--- src/rtl/stopwatch_pkg.sv ---
// Shared definitions for the stopwatch sequencer: FSM state encoding and display codes.
// Latency: n/a (types and constants only).
// Backpressure: n/a.
package stopwatch_pkg;

  typedef enum logic [2:0] {
    ST_IDLE  = 3'd0,
    ST_RUN   = 3'd1,
    ST_PAUSE = 3'd2,
    ST_LAP   = 3'd3,
    ST_OVF   = 3'd4
  } state_t;

  localparam logic [3:0]  DIG_DASH  = 4'hA;
  localparam logic [3:0]  DIG_BLANK = 4'hB;
  localparam logic [15:0] CNT_MAX   = 16'h9999;

endpackage

--- src/rtl/bcd_digit_cnt.sv ---
// Mod-10 BCD digit counter; chain carry -> inc of the next digit for a same-cycle ripple.
// Latency: q updates on the edge where inc is high; carry is combinational (inc & q==9).
// Backpressure: none. Ports: clk, clr (async reset), zero (sync clear), inc, q[3:0], carry.
module bcd_digit_cnt (
  input  logic       clk,
  input  logic       clr,
  input  logic       zero,
  input  logic       inc,
  output logic [3:0] q,
  output logic       carry
);

  assign carry = inc && (q == 4'd9);

  always_ff @(posedge clk or posedge clr) begin
    if (clr) begin
      q <= 4'd0;
    end else if (zero) begin
      q <= 4'd0;
    end else if (inc) begin
      q <= (q == 4'd9) ? 4'd0 : q + 4'd1;
    end
  end

endmodule

--- src/rtl/stopwatch_ctrl.sv ---
// Stopwatch sequencer: SS.CC BCD count with start/pause/lap/zero FSM feeding a 4-digit display.
// Latency: outputs are combinational decodes of registered state/count (no pipeline).
// Backpressure: none; button pulses are single-cycle, lower-priority ones in the same cycle are dropped.
// Ports: clk, clr (async, active-high), start_stop/lap/zero pulses, x[15:0] digits, running, ovf.
module stopwatch_ctrl
  import stopwatch_pkg::*;
#(
  parameter int unsigned TICK_DIV = 1_000_000,
  parameter bit          BLANK_LZ = 1'b1
) (
  input  logic        clk,
  input  logic        clr,
  input  logic        start_stop,
  input  logic        lap,
  input  logic        zero,
  output logic [15:0] x,
  output logic        running,
  output logic        ovf
);

  localparam int unsigned PW = (TICK_DIV > 2) ? $clog2(TICK_DIV) : 1;
  localparam logic [PW-1:0] PRESC_LAST = PW'(TICK_DIV - 1);

  state_t        state, state_nx;
  logic [PW-1:0] presc;
  logic [15:0]   count;
  logic [15:0]   snap;
  logic          snap_cap;
  logic          active;
  logic          tick;
  logic          at_max;
  logic [3:0]    inc_chain;
  logic          carry_top_unused;

  assign active = (state == ST_RUN) || (state == ST_LAP);
  assign tick   = active && (presc == PRESC_LAST);
  assign at_max = (count == CNT_MAX);

  // Increments are suppressed at 99.99 so the count parks there once OVF is entered.
  assign inc_chain[0] = tick && !at_max;

  for (genvar i = 0; i < 4; i++) begin : g_digit
    logic carry_i;
    bcd_digit_cnt u_digit (
      .clk   (clk),
      .clr   (clr),
      .zero  (zero),
      .inc   (inc_chain[i]),
      .q     (count[4*i +: 4]),
      .carry (carry_i)
    );
    if (i < 3) begin : g_link
      assign inc_chain[i+1] = carry_i;
    end else begin : g_top
      assign carry_top_unused = carry_i;
    end
  end

  // State register
  always_ff @(posedge clk or posedge clr) begin
    if (clr) begin
      state <= ST_IDLE;
    end else begin
      state <= state_nx;
    end
  end

  // Next-state logic; overflow outranks start_stop/lap in RUN and LAP.
  always_comb begin
    state_nx = state;
    snap_cap = 1'b0;
    if (zero) begin
      state_nx = ST_IDLE;
    end else begin
      unique case (state)
        ST_IDLE:  if (start_stop) state_nx = ST_RUN;
        ST_PAUSE: if (start_stop) state_nx = ST_RUN;
        ST_RUN: begin
          if (tick && at_max) begin
            state_nx = ST_OVF;
          end else if (start_stop) begin
            state_nx = ST_PAUSE;
          end else if (lap) begin
            state_nx = ST_LAP;
            snap_cap = 1'b1;
          end
        end
        ST_LAP: begin
          if (tick && at_max)  state_nx = ST_OVF;
          else if (start_stop) state_nx = ST_PAUSE;
          else if (lap)        state_nx = ST_RUN;
        end
        ST_OVF:   state_nx = ST_OVF;
        default:  state_nx = ST_IDLE;
      endcase
    end
  end

  // Prescaler holds outside RUN/LAP so a resume keeps the partial tick; the snapshot
  // takes the registered (pre-increment) count even when a tick lands on the lap edge.
  always_ff @(posedge clk or posedge clr) begin
    if (clr) begin
      presc <= '0;
      snap  <= '0;
    end else if (zero) begin
      presc <= '0;
      snap  <= '0;
    end else begin
      if (state == ST_IDLE) begin
        presc <= '0;
      end else if (active) begin
        presc <= tick ? '0 : presc + 1'b1;
      end
      if (snap_cap) begin
        snap <= count;
      end
    end
  end

  // Output decode
  always_comb begin
    logic [15:0] disp;
    running = active;
    ovf     = (state == ST_OVF);
    disp    = (state == ST_LAP) ? snap : count;
    if (state == ST_OVF) begin
      x = {4{DIG_DASH}};
    end else begin
      x = disp;
      if (BLANK_LZ && (disp[15:12] == 4'd0)) begin
        x[15:12] = DIG_BLANK;
      end
    end
  end

endmodule

--- config.mk ---
export PLATFORM = sky130hd
export DESIGN_NAME = stopwatch_ctrl
export DESIGN_NICKNAME = d
export VERILOG_FILES = /design/src/rtl/stopwatch_pkg.sv /design/src/rtl/bcd_digit_cnt.sv /design/src/rtl/stopwatch_ctrl.sv
export SDC_FILE = /design/constraint.sdc
export NUM_CORES = 1
export LEC_CHECK = 0
export BUFFER_PORTS_ARGS = -buffer_cell sky130_fd_sc_hd__buf_4
export CORE_MARGIN = 3
export CORE_UTILIZATION = 40
export CTS_BUF_LIST = sky130_fd_sc_hd__clkbuf_4 sky130_fd_sc_hd__clkbuf_8 sky130_fd_sc_hd__clkbuf_16
export CTS_CLUSTER_DIAMETER = 40
export CTS_CLUSTER_SIZE = 16
export DETAILED_ROUTE_END_ITERATION = 12
export SYNTH_ARGS = -nofsm -noshare
export SYNTH_HDL_FRONTEND = slang
export SYNTH_SLANG_ARGS = --single-unit
--- constraint.sdc ---
create_clock -name clk -period 3.39 [get_ports clk]
set_input_delay 0.5085 -clock clk [delete_from_list [all_inputs] [get_ports clk]]
set_output_delay 0.5085 -clock clk [all_outputs]
set_load 0.02 [all_outputs]
# Yosys cells after proc, flatten, opt, wreduce, memory -nomap -nowiden
# Index checks and enable logic that the tools add are counted.
totals:
  regBits: 55
  inputBits: 5
  latchBits: 0
  mem_bits_rw: 0
  romBits: 0
  elab_cells: 78
  mem_count: 0
  output_inout_bits: 18
op_classes:
  n_mux: 35
  shifts: 0
  order_cmp: 0
  add_sub_neg: 5
  div: 0
  mul: 0
  n_reduce_logical: 18
  n_eq_ne: 13
  n_bitwise: 0
op_table:
  columns: ["op", "count"]
  rows:
  - ["20-bit two-way mux", 4]
  - ["16-bit two-way mux", 4]
  - ["4-bit two-way mux", 13]
  - ["3-bit two-way mux", 8]
  - ["20-bit by 1-bit adder with 20-bit output (second input constant)", 1]
  - ["20-bit == test (second input constant)", 1]
  - ["4-bit by 1-bit adder with 4-bit output (second input constant)", 4]
  - ["16-bit == test (second input constant)", 1]
  - ["4-bit == test (second input constant)", 4]
  - ["3-bit case mux with 4 select lines", 1]
  - ["5-bit by 4-bit != test with 1-bit output (second input constant)", 2]
  - ["2-bit nonzero test", 5]
  - ["3-bit by 2-bit == test with 1-bit output (second input constant)", 2]
  - ["1-bit logical AND", 6]
  - ["1-bit two-way mux", 5]
  - ["4-bit logical NOT", 1]
  - ["3-bit by 1-bit == test with 1-bit output (second input constant)", 1]
  - ["3-bit == test (second input constant)", 1]
  - ["3-bit logical NOT", 1]
  - ["3-bit by 1-bit != test with 1-bit output (second input constant)", 1]
  - ["3-bit AND reduction", 1]
  - ["3-bit nonzero test", 1]
  - ["2-bit OR reduction", 1]
  - ["1-bit logical NOT", 1]
  - ["1-bit logical OR", 1]

# Logic depth before layout (Yosys ltp)
depth:
  ltp_word: 9
  depth_mapped: 9
  ltp_nobuf: 7

# Modules after synthesis
# From an unflattened synthesis, not the netlist that was laid out.
hier_totals:
  cells_unflattened: 350
  hier_area_um2: 3149.3
modules_own_cells:
  columns: ["module", "seq_area_each_um2", "n_inst", "cells_per_inst", "area_per_inst_um2"]
  rows:
  - ["stopwatch_ctrl", 975.9, 1, 242, 2173.3]
  - ["bcd_digit_cnt", 100.1, 4, 27, 244.0]

# Worst setup path after synthesis
# No wires, ideal clock.
synth_timing:
  path_kind: "register -> register"
  from: "register presc[12]"
  to: "register g_digit[2].u_digit.q[2]"
  n_path_buf: 1
  synth_period_minus_slack_ns: 2.616
  arrival_time_ns: 2.538
  required_time_ns: 3.312
  setup_ns: 0.078
  path_stages_with_launch: 7
  path_slack_ns: 0.774
  path_cell_list: "dfrtp_1 > or4b_4 > or4_4 > or3_1 > buf_2 > or4b_1 > a21oi_1"
synth_via:
  elab_chain_cells: 6
synth_rtl:
  columns: ["element", "line", "source"]
  rows:
  - ["from (decl)", "stopwatch_ctrl.sv:25", "logic [PW-1:0] presc;"]
  - ["from (signal assigned)", "stopwatch_ctrl.sv:112", "presc <= tick ? '0 : presc + 1'b1;"]
  - ["20-bit == test", "stopwatch_ctrl.sv:36", "assign tick = active && (presc == PRESC_LAST);"]
  - ["1-bit logical AND", "stopwatch_ctrl.sv:36", null]
  - ["1-bit logical AND", "stopwatch_ctrl.sv:40", "assign inc_chain[0] = tick && !at_max;"]
  - ["1-bit logical AND (2 in a row)", "bcd_digit_cnt.sv:13", "assign carry = inc && (q == 4'd9);"]
  - ["2-bit nonzero test (no source line)", null, null]
  - ["to (signal assigned)", "bcd_digit_cnt.sv:21", "q <= (q == 4'd9) ? 4'd0 : q + 4'd1;"]
  - ["to (decl)", "bcd_digit_cnt.sv:9", "output logic [3:0] q,"]
# Every way passes these cells.
# A chain may end at the register's enable or synchronous reset.

# Final worst setup path
layout_timing:
  from: "register presc[0]"
  to: "register g_digit[2].u_digit.q[2]"
# The elaborated chain is that of the path after synthesis.

==> results.sh <==
export IMPL_fin_util_pct=46.5
export IMPL_post_cts_resized=0
export IMPL_diodes=0
export IMPL_synthSimpleGateAreaFrac_pct=32.7
export IMPL_ant_nets=0
export IMPL_reg2reg_from="presc[0]"
export IMPL_die_x_um=97.3
export IMPL_power_density_nw_per_um2=296
export IMPL_synth_area_um2=3330
export IMPL_ys_warn_count=0
export IMPL_ir_drop_v=0.000177
export IMPL_grt_use_total_pct=16.7
export IMPL_synth_xor_area_share_pct=4.47
export IMPL_clock_skew_ns=0.00771
export IMPL_cts_root_buf="clkbuf_8"
export IMPL_drc=0
export IMPL_synthFlopType="dfrtp_1"
export IMPL_timing_reg2reg_setup_slack_ns=0.48
export IMPL_gp_congestion=0.772
export IMPL_die_area_um2=9470
export IMPL_firstDrtPassIters=4
export IMPL_cts_buffers=5
export IMPL_min_period_ns=2.91
export IMPL_synth_seq_area_share_pct=41.3
export IMPL_r2r_end="g_digit[2].u_digit.q[2]"
export IMPL_seqCellArea_um2=1380
export IMPL_drv_cap=0
export IMPL_status="complete, no violations"
export IMPL_grt_max_degree=56
export IMPL_n_fill_cell=760
export IMPL_reg2reg_depth=6
export IMPL_grt_pass1_vias=2657
export IMPL_synth_seq_cells=55
export IMPL_synthAdderAreaFrac_pct=3.38
export IMPL_rsz0062_at_grt="false"
export IMPL_synth_area_per_cell_um2=8.80
export IMPL_synth_edff_count=0
export IMPL_finalSetupViolations=0
export IMPL_crit_start="presc[0]"
export IMPL_cp_start_kind="flip-flop"
export IMPL_place_inst=490
export IMPL_critPathCaptureType="flip-flop"
export IMPL_crit_fanout=18
export IMPL_die_h_um=97.3
export IMPL_syn_nets=393
export IMPL_tightest_slew_ns=0.693
export IMPL_synthesis_instances=379
export IMPL_tns_ns=0
export IMPL_routedWlPerCell_um=15.5
export IMPL_routed_wl_um=7700
export IMPL_finalNonFillerCells=497
export IMPL_cp_slowest_cell="or3_1"
export IMPL_syn2layout_area_growth_pct=10.7
export IMPL_slew_headroom_pct=53.6
export IMPL_finalCritPeriodShare_pct=85.8
export IMPL_clk_path_buf_depth=2
export IMPL_routed_via_density=5.42
export IMPL_synth_async_reset_ratio_pct=100
export IMPL_synth_cell_types=46
export IMPL_cts_hold_buf=0
export IMPL_cts_num_sinks=55
export IMPL_initial_core_util_pct=42.1
export IMPL_portBuffers=22
export IMPL_fmax_mhz=344
export IMPL_hold_violations=0
export IMPL_first_iter_violations=138
export IMPL_hold_path_class="in -> async"
export IMPL_synthMuxAreaShare_pct=6.68
export IMPL_synth_top_family_by_area="simple AND/OR/NAND/NOR gates"
export IMPL_required_ns=3.61
export IMPL_multi_input_area_um2=1840
export IMPL_final_nets=409
export IMPL_drv_slew=0
export IMPL_synth_compound_gate_area_share_pct=8.03
export IMPL_io_pins=23
export IMPL_core_um2=7930
export IMPL_overflow=0
export IMPL_p_leak_nw=1.47
export IMPL_ctsHtreeMaxLevel=2
export IMPL_grt_pass1_wl_um=13200
export IMPL_postCtsSetupBuffers=0
export IMPL_worstPathCellList="ha_1 -> nand4bb_1 -> or4_4 -> or3_1 -> or4b_1 -> a21oi_1"
export IMPL_rows=32
export IMPL_clk_pin_slew_ns=0.10
export IMPL_clk_latency_ns=0.30
export IMPL_dp_hpwl_um=5320
export IMPL_worstPathArrival_ns=3.13
export IMPL_path_class="reg -> reg"
export IMPL_drive_above_1_share_pct=11.6
export IMPL_cts_tree="built"
export IMPL_cpPeakStageDelay_ns=0.60
export IMPL_antenna_found_initial=0
export IMPL_vias=2695
## synth_stat cells, drive strengths merged (5+ instances only)
master / instances / area (um2)
mux2i: 20 / 200
nand2b: 30 / 188
dfrtp: 55 / 1380
nor4: 14 / 87.6
or4: 5 / 41.3
or3: 8 / 50.1
nand2: 51 / 191
xor2: 7 / 61.3
nor2: 33 / 124
inv: 9 / 33.8
o21ai: 10 / 50.1
nand4: 9 / 56.3
ha: 9 / 113
nand3: 14 / 70.1
xnor2: 10 / 87.6
clkbuf: 17 / 63.8
a21oi: 20 / 100
nor3: 5 / 25.0
## placed cells by master, fill, tap and decap left out, types with 2 or more instances in the layout
cell type and n:
mux2_2 2, nor2b_1 4, o21ai_0 10, nand4b_1 4, buf_4 29, nand4_1 9, a31oi_1 2, o211ai_1 4
clkbuf_8 6, a211oi_1 3, mux2i_1 20, nand3b_1 4, a21oi_1 20, ha_1 9, and4_1 4, nor2_1 33
or2_2 3, nand2_1 51, or4_1 4, and2_1 3, inv_1 8, or4b_1 2, or3_1 8, dfrtp_1 55
xor2_1 7, nor4_1 14, nand3_1 14, xnor2_1 10, nor4b_1 2, nand2b_1 30, nor3_1 5
## area by class of cell
| cell class | count | share of cell area [%] |
|---|---|---|
| sequential | 55 | 37.3 |
| timing repair buffer | 29 | 5.90 |
| clock inverter | 1 | 0.136 |
| clock buffer | 6 | 2.24 |
| inverter | 10 | 1.02 |
| multi-input combinational | 294 | 49.9 |
| tap | 102 | 3.46 |
## per-stage QoR
step | total power [mW] | hold WS, ns | setup slack [ns] | cell area (um2)
after global routing | 1.14 | 0.292 | 0.317 | 3690
final | 1.09 | 0.245 | 0.480 | 3690
after floorplan | 0.718 | 0.497 | 0.774 | 3330
after global placement | 0.741 | 0.515 | 0.568 | 3600
after CTS | 1.12 | 0.266 | 0.474 | 3690
after detailed placement | 0.741 | 0.532 | 0.508 | 3600
## where the power goes
| group | internal [mW] | switching [mW] | leakage, nW |
|---|---|---|---|
| clock | 0.161 | 0.206 | 0.0470 |
| combinational | 0.0219 | 0.0437 | 0.656 |
| sequential | 0.657 | 0.00305 | 0.767 |
| total | 0.840 | 0.253 | 1.47 |
## cells by family after synthesis
logic type,after synthesis
AO/OA/AOI/OAI,45
XOR/XNOR,17
adder cells (fa/ha/maj),9
buffers and inverters,30
flip-flops,55
multiplexers,22
AND/OR/NAND/NOR,201
## critical path: cells and delay by family, from the launching register on
family / cells / cell delay (ns)
flops: 1 / 0.42
simple gates: 4 / 1.93
fa+ha+maj: 1 / 0.34
compound gates: 1 / 0.15
## state kept, by name, indices dropped and copies added, names as in the netlist
register,count
g_digit.u_digit.q,16
presc,20
snap,16
state,3
## worst max-delay path by stage
stage / end / slack, ns / cells past startpoint
after global routing: g_digit[2].u_digit.q[2] / 0.32 / 6
final: g_digit[2].u_digit.q[2] / 0.48 / 6
after global placement: g_digit[2].u_digit.q[2] / 0.57 / 5
after detailed placement: g_digit[2].u_digit.q[2] / 0.51 / 6
after CTS: g_digit[2].u_digit.q[2] / 0.47 / 6
after floorplan: g_digit[2].u_digit.q[2] / 0.77 / 6
## routing by layer
layer | wire (um) | share of wire (%) | up-vias | global-route usage (%)
met5 | 0 | 0 | - | 0
met4 | 88 | 1.1 | 0 | 4.69
met3 | 272 | 3.5 | 6 | 2.58
met2 | 3510 | 46 | 53 | 26.2
met1 | 3830 | 50 | 1269 | 23.9
li1 | - | - | 1367 | -
Power figures use the tool's default switching activity.
